<file path="src/rtl/pulse_height_analyzer_pkg.sv">
// Shared MCA types: default widths, FSM state encoding, channel type.
// Imported by the pulse-height analyzer and its neighbours.
package mca_pkg;

   localparam int ADC_W = 14;
   localparam int CH_W  = 10;

   typedef logic [CH_W-1:0] channel_t;

   typedef enum logic [2:0] {
      REARM,
      IDLE,
      TRACK,
      EMIT,
      DEAD
   } state_e;

endpackage

</file>
<file path="src/rtl/pulse_height_analyzer_if.sv">
// Channel-index valid/ready link from the analyzer to the histogram.
// master drives valid/channel, slave answers with ready.
interface pulse_height_analyzer_if;
   import mca_pkg::*;

   logic     ch_valid;
   logic     ch_ready;
   channel_t channel;

   modport master (
      output ch_valid,
      output channel,
      input  ch_ready
   );

   modport slave (
      input  ch_valid,
      input  channel,
      output ch_ready
   );

endinterface

</file>
<file path="src/rtl/pulse_height_analyzer_sat_counter.sv">
// Saturating event counter: holds at all-ones, never wraps.
// Cleared by synchronous active-high reset.
module sat_counter #(
   parameter int W = 16
) (
   input  logic         clk,
   input  logic         rst,
   input  logic         inc,
   output logic [W-1:0] count_o
);

   logic [W-1:0] count_q;
   logic [W-1:0] count_d;

   // next count: step on inc unless already full
   always_comb begin
      count_d = count_q;
      if (inc && (count_q != '1)) begin
         count_d = count_q + 1'b1;
      end
   end

   // count register
   always_ff @(posedge clk) begin
      if (rst) begin
         count_q <= '0;
      end else begin
         count_q <= count_d;
      end
   end

   assign count_o = count_q;

endmodule

</file>
<file path="src/rtl/pulse_height_analyzer.sv">
// Pulse-height analyzer: threshold trigger, peak capture, pile-up
// rejection and dead time, emitting one channel index per pulse.
module pulse_height_analyzer #(
   parameter int ADC_W    = mca_pkg::ADC_W,
   parameter int CH_W     = mca_pkg::CH_W,
   parameter int DEAD_CYC = 8,
   parameter int MAX_LEN  = 64
) (
   input  logic                    clk,
   input  logic                    rst,
   input  logic                    sample_valid_i,
   input  logic [ADC_W-1:0]        sample_i,
   input  logic [ADC_W-1:0]        threshold_i,
   pulse_height_analyzer_if.master ch_if,
   output logic [31:0]             pulse_cnt_o,
   output logic [15:0]             reject_cnt_o,
   output logic                    busy_o
);
   import mca_pkg::*;

   localparam int LEN_W  = $clog2(MAX_LEN + 1);
   localparam int DCNT_W = (DEAD_CYC > 0) ? $clog2(DEAD_CYC + 1) : 1;
   localparam int D_LAST = (DEAD_CYC > 1) ? DEAD_CYC - 1 : 0;

   state_e            state_q;
   logic [ADC_W-1:0]  peak_q;
   logic [ADC_W-1:0]  thr_q;
   logic [LEN_W-1:0]  len_q;
   logic              ovl_q;
   logic [DCNT_W-1:0] dcnt_q;
   logic              ch_valid_q;
   logic [CH_W-1:0]   channel_q;
   logic              busy_q;

   logic above_live;
   logic above_lat;
   logic pulse_inc;
   logic reject_inc;

   assign above_live = sample_i > threshold_i;
   assign above_lat  = sample_i > thr_q;
   assign pulse_inc  = ch_valid_q & ch_if.ch_ready;
   assign reject_inc = (state_q == TRACK) & sample_valid_i
                     & ~above_lat & ovl_q;

   // pulse FSM: rearm, trigger, track peak, emit or reject, dead time
   always_ff @(posedge clk) begin
      if (rst) begin
         state_q    <= REARM;
         peak_q     <= '0;
         thr_q      <= '0;
         len_q      <= '0;
         ovl_q      <= 1'b0;
         dcnt_q     <= '0;
         ch_valid_q <= 1'b0;
         channel_q  <= '0;
         busy_q     <= 1'b1;
      end else begin
         unique case (state_q)
            REARM: begin
               if (sample_valid_i && !above_live) begin
                  state_q <= IDLE;
                  busy_q  <= 1'b0;
               end
            end
            IDLE: begin
               if (sample_valid_i && above_live) begin
                  state_q <= TRACK;
                  busy_q  <= 1'b1;
                  peak_q  <= sample_i;
                  len_q   <= LEN_W'(1);
                  thr_q   <= threshold_i;
                  ovl_q   <= 1'b0;
               end
            end
            TRACK: begin
               if (sample_valid_i) begin
                  if (above_lat) begin
                     if (sample_i > peak_q) begin
                        peak_q <= sample_i;
                     end
                     if (len_q == LEN_W'(MAX_LEN)) begin
                        ovl_q <= 1'b1;
                     end else begin
                        len_q <= len_q + 1'b1;
                     end
                  end else if (ovl_q) begin
                     state_q <= DEAD;
                     dcnt_q  <= '0;
                  end else begin
                     state_q    <= EMIT;
                     ch_valid_q <= 1'b1;
                     channel_q  <= peak_q[ADC_W-1 -: CH_W];
                  end
               end
            end
            EMIT: begin
               if (ch_if.ch_ready) begin
                  state_q    <= DEAD;
                  ch_valid_q <= 1'b0;
                  dcnt_q     <= '0;
               end
            end
            DEAD: begin
               if (dcnt_q == DCNT_W'(D_LAST)) begin
                  state_q <= REARM;
               end else begin
                  dcnt_q <= dcnt_q + 1'b1;
               end
            end
            default: begin
               state_q <= REARM;
               busy_q  <= 1'b1;
            end
         endcase
      end
   end

   sat_counter #(.W(32)) u_pulse_cnt (
      .clk     (clk),
      .rst     (rst),
      .inc     (pulse_inc),
      .count_o (pulse_cnt_o)
   );

   sat_counter #(.W(16)) u_reject_cnt (
      .clk     (clk),
      .rst     (rst),
      .inc     (reject_inc),
      .count_o (reject_cnt_o)
   );

   assign ch_if.ch_valid = ch_valid_q;
   assign ch_if.channel  = channel_q;
   assign busy_o         = busy_q;

endmodule

</file>
<file path="src/flat_wrapper.sv">
// flat-port wrapper written by rule: the top's interface ports become plain ports
module pulse_height_analyzer_flat import mca_pkg::*;
#(
   parameter int ADC_W    = mca_pkg::ADC_W,
   parameter int CH_W     = mca_pkg::CH_W,
   parameter int DEAD_CYC = 8,
   parameter int MAX_LEN  = 64
)
  (clk, rst, sample_valid_i, sample_i, threshold_i, pulse_cnt_o, reject_cnt_o, busy_o, ch_if_ch_valid, ch_if_channel, ch_if_ch_ready);
  pulse_height_analyzer_if ch_if_i ();
  input  logic clk;
  input  logic rst;
  input  logic sample_valid_i;
  input  logic [ADC_W-1:0] sample_i;
  input  logic [ADC_W-1:0] threshold_i;
  output logic [31:0] pulse_cnt_o;
  output logic [15:0] reject_cnt_o;
  output logic busy_o;
  output wire logic [$bits(ch_if_i.ch_valid)-1:0] ch_if_ch_valid;
  output wire logic [$bits(ch_if_i.channel)-1:0] ch_if_channel;
  input wire logic [$bits(ch_if_i.ch_ready)-1:0] ch_if_ch_ready;
  assign ch_if_ch_valid = ch_if_i.ch_valid;
  assign ch_if_channel = ch_if_i.channel;
  assign ch_if_i.ch_ready = ch_if_ch_ready;
  pulse_height_analyzer #(.ADC_W(ADC_W), .CH_W(CH_W), .DEAD_CYC(DEAD_CYC), .MAX_LEN(MAX_LEN)) u_core (.clk(clk), .rst(rst), .sample_valid_i(sample_valid_i), .sample_i(sample_i), .threshold_i(threshold_i), .ch_if(ch_if_i), .pulse_cnt_o(pulse_cnt_o), .reject_cnt_o(reject_cnt_o), .busy_o(busy_o));
endmodule
</file>
<file path="config.mk">
export PLATFORM = sky130hd
export DESIGN_NAME = pulse_height_analyzer_flat
export DESIGN_NICKNAME = d
export VERILOG_FILES = /design/src/rtl/pulse_height_analyzer_pkg.sv /design/src/rtl/pulse_height_analyzer_if.sv /design/src/rtl/pulse_height_analyzer_sat_counter.sv /design/src/rtl/pulse_height_analyzer.sv /design/src/flat_wrapper.sv
export SDC_FILE = /design/constraint.sdc
export NUM_CORES = 1
export LEC_CHECK = 0
export CORE_ASPECT_RATIO = 0.6
export CORE_MARGIN = 2
export CORE_UTILIZATION = 50
export DETAILED_ROUTE_END_ITERATION = 10
export PLACE_DENSITY = 0.75
export SETUP_SLACK_MARGIN = 0.4
export SLEW_MARGIN = 20
export SYNTH_ARGS = -nofsm -noshare
export SYNTH_HDL_FRONTEND = slang
export SYNTH_SLANG_ARGS = --single-unit
export TNS_END_PERCENT = 30
</file>
<file path="constraint.sdc">
create_clock -name clk -period 3.9 [get_ports clk]
set_input_delay 0.78 -clock clk [delete_from_list [all_inputs] [get_ports clk]]
set_output_delay 0.78 -clock clk [all_outputs]
set_load 0.005 [all_outputs]
</file>
After elaboration in Yosys (flattened, before gate mapping)
Cells that the tools add are included.

Eq/ne operators: 21. Muxes and demuxes: 37. Add/sub/neg operators: 4. Bitwise logic cells: 7. Div/mod/pow operators: 0. Shift-type cells: 0. Multiply operators: 0. $lt $le $gt $ge: 3. Reductions and logical operators: 19.

Operator list (count): 14-bit 2-to-1 mux (4); 14-bit > comparator (3); 32-bit by 1-bit adder with 32-bit output (second input constant) (1); 32-bit != test (second input constant) (1); 7-bit 2-to-1 mux (4); 14-bit case mux with 2 select lines (1); 3-bit 2-to-1 mux (7); 4-bit 2-to-1 mux (5); 5-bit AND reduction (4); 16-bit by 1-bit adder with 16-bit output (second input constant) (1); 16-bit != test (second input constant) (1); 2-bit != test (second input constant) (8); 3-bit case mux with 5 select lines (1); 7-bit case mux with 2 select lines (1); 4-bit case mux with 3 select lines (1); 6-bit AND reduction (2); 1-bit 2-to-1 mux (10); 2-bit by 1-bit != test with 1-bit output (second input constant) (5); 7-bit by 1-bit adder with 7-bit output (second input constant) (1); 7-bit == test (second input constant) (1); 3-bit by 2-bit == test with 1-bit output (second input constant) (2); 4-bit by 1-bit adder with 4-bit output (second input constant) (1); 1-bit bitwise AND (4); 4-bit by 3-bit == test with 1-bit output (second input constant) (1); 14 further kinds (21).

Bits in read-only memories: 0. RAM bits: 0. Memories kept: 0. Logic and storage cells: 102. Input bits: 32. Flip-flop bits (word level): 103. Bits in latches: 0. Output and inout bits: 60.

Longest topological paths before layout
Depth after elaboration: 5. Gate-level depth with buffers: 11. Gate-level depth less buffers: 9.

Hierarchy
A second synthesis with hierarchy kept.

Cell total of the unflattened synthesis: 717. Area total of the unflattened synthesis: 6099.6 µm².

Modules (own cells, without submodules): pulse_height_analyzer (cells an instance 419, seq. area each 1101.1 µm², instances 1, area an instance 3577.2 µm²); sat_counter (u_core.u_pulse_cnt) (cells an instance 199, seq. area each 640.6 µm², instances 1, area an instance 1674.1 µm²); sat_counter (u_core.u_reject_cnt) (cells an instance 99, seq. area each 320.3 µm², instances 1, area an instance 848.3 µm²).

Worst setup path before layout
OpenSTA, ideal clock, no wires.

Path type: input port to flip-flop. From: in sample_i[4]. To: reg u_core.u_reject_cnt.count_q[7] (netlist: u_core.u_reject_cnt.count_o[7]). Data arrival time: 2.979 ns. Buffers on the path: 2. Stages on the path: 10. Data required time: 3.830 ns. Library setup time: 0.070 ns. Setup slack: 0.851 ns. Cells stage by stage: ha_1 -> a21oi_2 -> a21boi_1 -> o31a_1 -> o21a_1 -> buf_6 -> or4_4 -> buf_6 -> or3_1 -> a21oi_1.

Cells in the longest elaborated chain, start to end: 5.

RTL lines: start: declaration (RTL line flat_wrapper.sv:14) `input logic [ADC_W-1:0] sample_i;`; 14-bit > comparator (RTL line pulse_height_analyzer.sv:41) `assign above_lat = sample_i > thr_q;`; 1-bit NOT (no line); 1-bit bitwise AND (2 in a row) (RTL line pulse_height_analyzer.sv:44) `& ~above_lat & ovl_q;`; 1-bit logical AND (RTL line pulse_height_analyzer_sat_counter.sv:18) `if (inc && (count_q != '1)) begin`; end signal: assignment (RTL line pulse_height_analyzer_sat_counter.sv:28) `count_q <= count_d;`; end: declaration (RTL line pulse_height_analyzer_sat_counter.sv:12) `logic [W-1:0] count_q;`.

No other way between the ends. A chain may end at the register's enable or synchronous reset.

Worst setup path after layout
From: in sample_i[8]. To: reg u_core.channel_q[6] (netlist: u_core.ch_if.channel[6]).

Cells in the longest elaborated chain, start to end: 3.

RTL lines: 14-bit > comparator (RTL line pulse_height_analyzer.sv:41); 1-bit NOT (no line); 4-bit AND reduction (no line); end signal: assignment (RTL line pulse_height_analyzer.sv:93) `channel_q <= peak_q[ADC_W-1 -: CH_W];`; end: declaration (RTL line pulse_height_analyzer.sv:32) `logic [CH_W-1:0] channel_q;`.

No other way between the ends.

==> impl_metrics.json <==
{
  "status": "finished, final reports clean",
  "path_clk_slew_ps": 70,
  "first_pass_iters": 5,
  "min_from": "u_core.len_q[6]$_SDFFE_PP0P_",
  "finClkSkew_ps": 7.12,
  "die_w_um": 142,
  "hold_violations": 0,
  "cts_setup_buffers": 0,
  "worst_pin_slew_ps": 893,
  "n_antenna_cell": 0,
  "ios": 92,
  "syn_inst": 685,
  "wl_mm": 14.5,
  "grt_first_pass_wirelength_mm": 23.9,
  "fmax_ghz": 0.289,
  "setup_viol": 0,
  "path_cells": "clkdlybuf4s50_1, ha_1, nand2_1, o21a_1, o221ai_1, o21a_1, buf_4, or3b_2, mux2i_1, nor2_1",
  "clk_latency_ps": 350,
  "antenna_found_initial": 0,
  "globalplace.congestion": 0.855,
  "std_cell_rows": 30,
  "period_share_pct": 88.6,
  "grt_pass1_vias": 4726,
  "arrival_ps": 3660,
  "slew_headroom_pct": 40.5,
  "numClockSinks": 103,
  "power_density_mw_per_mm2": 348,
  "synth.area.top_cells": "dfxtp_1 (36%), ha_1 (10%), nor2_1 (5.9%), mux2i_1 (5.1%), a21oi_1 (4.8%)",
  "grt-ovfl-total": 0,
  "yosys_warnings": 0,
  "synthMostInstantiatedCell": "dfxtp_1",
  "timing.max_cap.violations": 0,
  "crit_required_ps": 4110,
  "ys_seq_area_share_pct": 36.2,
  "nets": 852,
  "rsz0062_at_grt": "yes",
  "crit_fanout": 11,
  "syn-cell-area_mm2": 0.00570,
  "synth-edff-count": 0,
  "hold_class": "reg -> reg",
  "r2r_start": "u_core.u_reject_cnt.count_o[3]$_SDFFE_PP0P_",
  "antenna_left": 0,
  "coreArea_mm2": 0.0112,
  "synth-seq-cells": 103,
  "slowest_delay_ps": 640,
  "crit_path_end_kind": "flip-flop",
  "ir_worst_vdd_uv": 241,
  "synth_flop_cell": "dfxtp_1",
  "avgSynthCellArea_um2": 8.32,
  "clk_path_buf_depth": 2,
  "syn2layout_area_growth_pct": 23.9,
  "synth_common_cells": "dfxtp_1 (103), nor2_1 (90), a21oi_1 (55)",
  "start_util_pct": 50.8,
  "cp_slowest_cell": "or3b_2",
  "slew_viol_final": 0,
  "cp_common_cell": "o21a_1",
  "cts_root_buffer": "clkbuf_16",
  "startpoint": "sample_i[8]",
  "postCtsHoldBufs": 0,
  "grt_max_degree": 97,
  "cp-start-kind": "input port",
  "drc": 0,
  "vias_per_cell": 5.63,
  "yosysTopAreaCell": "dfxtp_1",
  "syn_nets": 764,
  "worstSetupPathType": "in -> reg",
  "drive_above_1_share_pct": 5.66,
  "hold_slack_ps": 480,
  "tns_ps": 0,
  "post_cts_resize_count": 0,
  "ys_types": 61,
  "min_period_ps": 3450,
  "cts_buffers": 9,
  "drtIter0Drc": 384,
  "io_buffers": 91,
  "leakage_nw": 2.74,
  "wire_per_inst_um": 15.7,
  "die_area_mm2": 0.0123,
  "yosysTopAreaCellShare_pct": 36.2,
  "fill_cells": 963,
  "h-tree-depth": 3,
  "synth_async_sr_flop_share_pct": 0,
  "num_vias": 5185,
  "dp_hpwl_mm": 11.0,
  "grt_usage_pct": 24.5,
  "die-height_um": 86.7,
  "tritoncts": "built"
}
-- flip-flops by register name (all words and copies together), names as in the netlist --
register                     flops
u_core.busy_o                    1
u_core.ch_if.ch_valid            1
u_core.ch_if.channel            10
u_core.dcnt_q                    4
u_core.len_q                     7
u_core.ovl_q                     1
u_core.peak_q                   14
u_core.state_q                   3
u_core.thr_q                    14
u_core.u_pulse_cnt.count_o      32
u_core.u_reject_cnt.count_o     16
-- per-stage QoR --
step,cells,cell area [um2],power [mW],utilization [%],worst slack (ps)
floorplan,685,5700,1.41,-,851
global placement,906,6760,1.54,60.3,212
detailed placement,906,6760,1.55,60.3,129
CTS,921,7060,2.47,62.9,484
global route,921,7060,2.57,62.9,392
finish,921,7060,2.46,62.9,445
-- report_power, final --
part	switching, mW	total (mW)	internal, mW
logic	0.232	0.412	0.180
registers	0.0389	1.13	1.09
clock network	0.400	0.915	0.514
total	0.671	2.46	1.78
-- per-layer routing --
layer,part of all wire (%),vias to the layer above,track usage (%)
met5,0,-,0
met4,0.68,0,5.45
met3,6.0,12,4.53
met2,41,158,35.9
met1,52,2451,37.3
li1,-,2564,-
-- area by class of cell --
type	instances	area, um2	share of cell area [%]
Timing Repair Buffer	102	991	14.0
Inverter	54	203	2.87
Sequential cell	103	2060	29.2
Clock inverter	4	53.8	0.762
Clock buffer	11	243	3.44
Tap cell	144	180	2.55
Multi-Input combinational cell	503	3330	47.1
-- final timing paths --
path | slack (ps) | endpoint | depth (start not counted)
max reg2reg | 1100 | u_core.u_reject_cnt.count_o[10]$_SDFFE_PP0P_ | 8
min reg2reg | 480 | u_core.len_q[6]$_SDFFE_PP0P_ | 1
min | 480 | u_core.len_q[6]$_SDFFE_PP0P_ | 1
max | 450 | u_core.ch_if.channel[6]$_SDFFE_PP0P_ | 10
-- logic make-up (layout without fill, tap and decap cells) --
kind of cell	after synthesis	after routing	synth area share [%]
buffers and inverters	79	171	5.66
XOR/XNOR	27	27	4.15
AO/OA/AOI/OAI	122	122	13.3
adder cells (fa/ha/maj)	47	47	10.3
flip-flops	103	103	36.2
multiplexers	32	32	5.68
AND/OR/NAND/NOR	275	275	24.7
-- worst max-delay path, delay by kind of cell --
kind | cells | cell delay (ps)
compound gates | 3 | 700
fa+ha+maj | 1 | 280
buf+inv | 2 | 800
mux | 1 | 230
simple gates | 3 | 860
-- cells in the final DEF, fill, tap and decap left out, types with 4 or more instances in the layout --
| cell | count |
|---|---|
| nand4_1 | 16 |
| or4_1 | 4 |
| clkdlybuf4s50_1 | 90 |
| mux2i_1 | 29 |
| and4_1 | 4 |
| nand2_1 | 39 |
| buf_4 | 12 |
| ha_1 | 47 |
| nand3_1 | 29 |
| a21oi_1 | 55 |
| o21ai_0 | 22 |
| nor2b_1 | 5 |
| or3_1 | 12 |
| o31ai_1 | 5 |
| and3_1 | 7 |
| xor2_1 | 15 |
| a311oi_1 | 4 |
| a21o_1 | 6 |
| nor2_1 | 90 |
| inv_1 | 54 |
| nand2b_1 | 34 |
| dfxtp_1 | 103 |
| xnor2_1 | 12 |
| o21a_1 | 4 |
| clkbuf_16 | 9 |
| nor3_1 | 15 |
(Power assumes the default switching activity.)
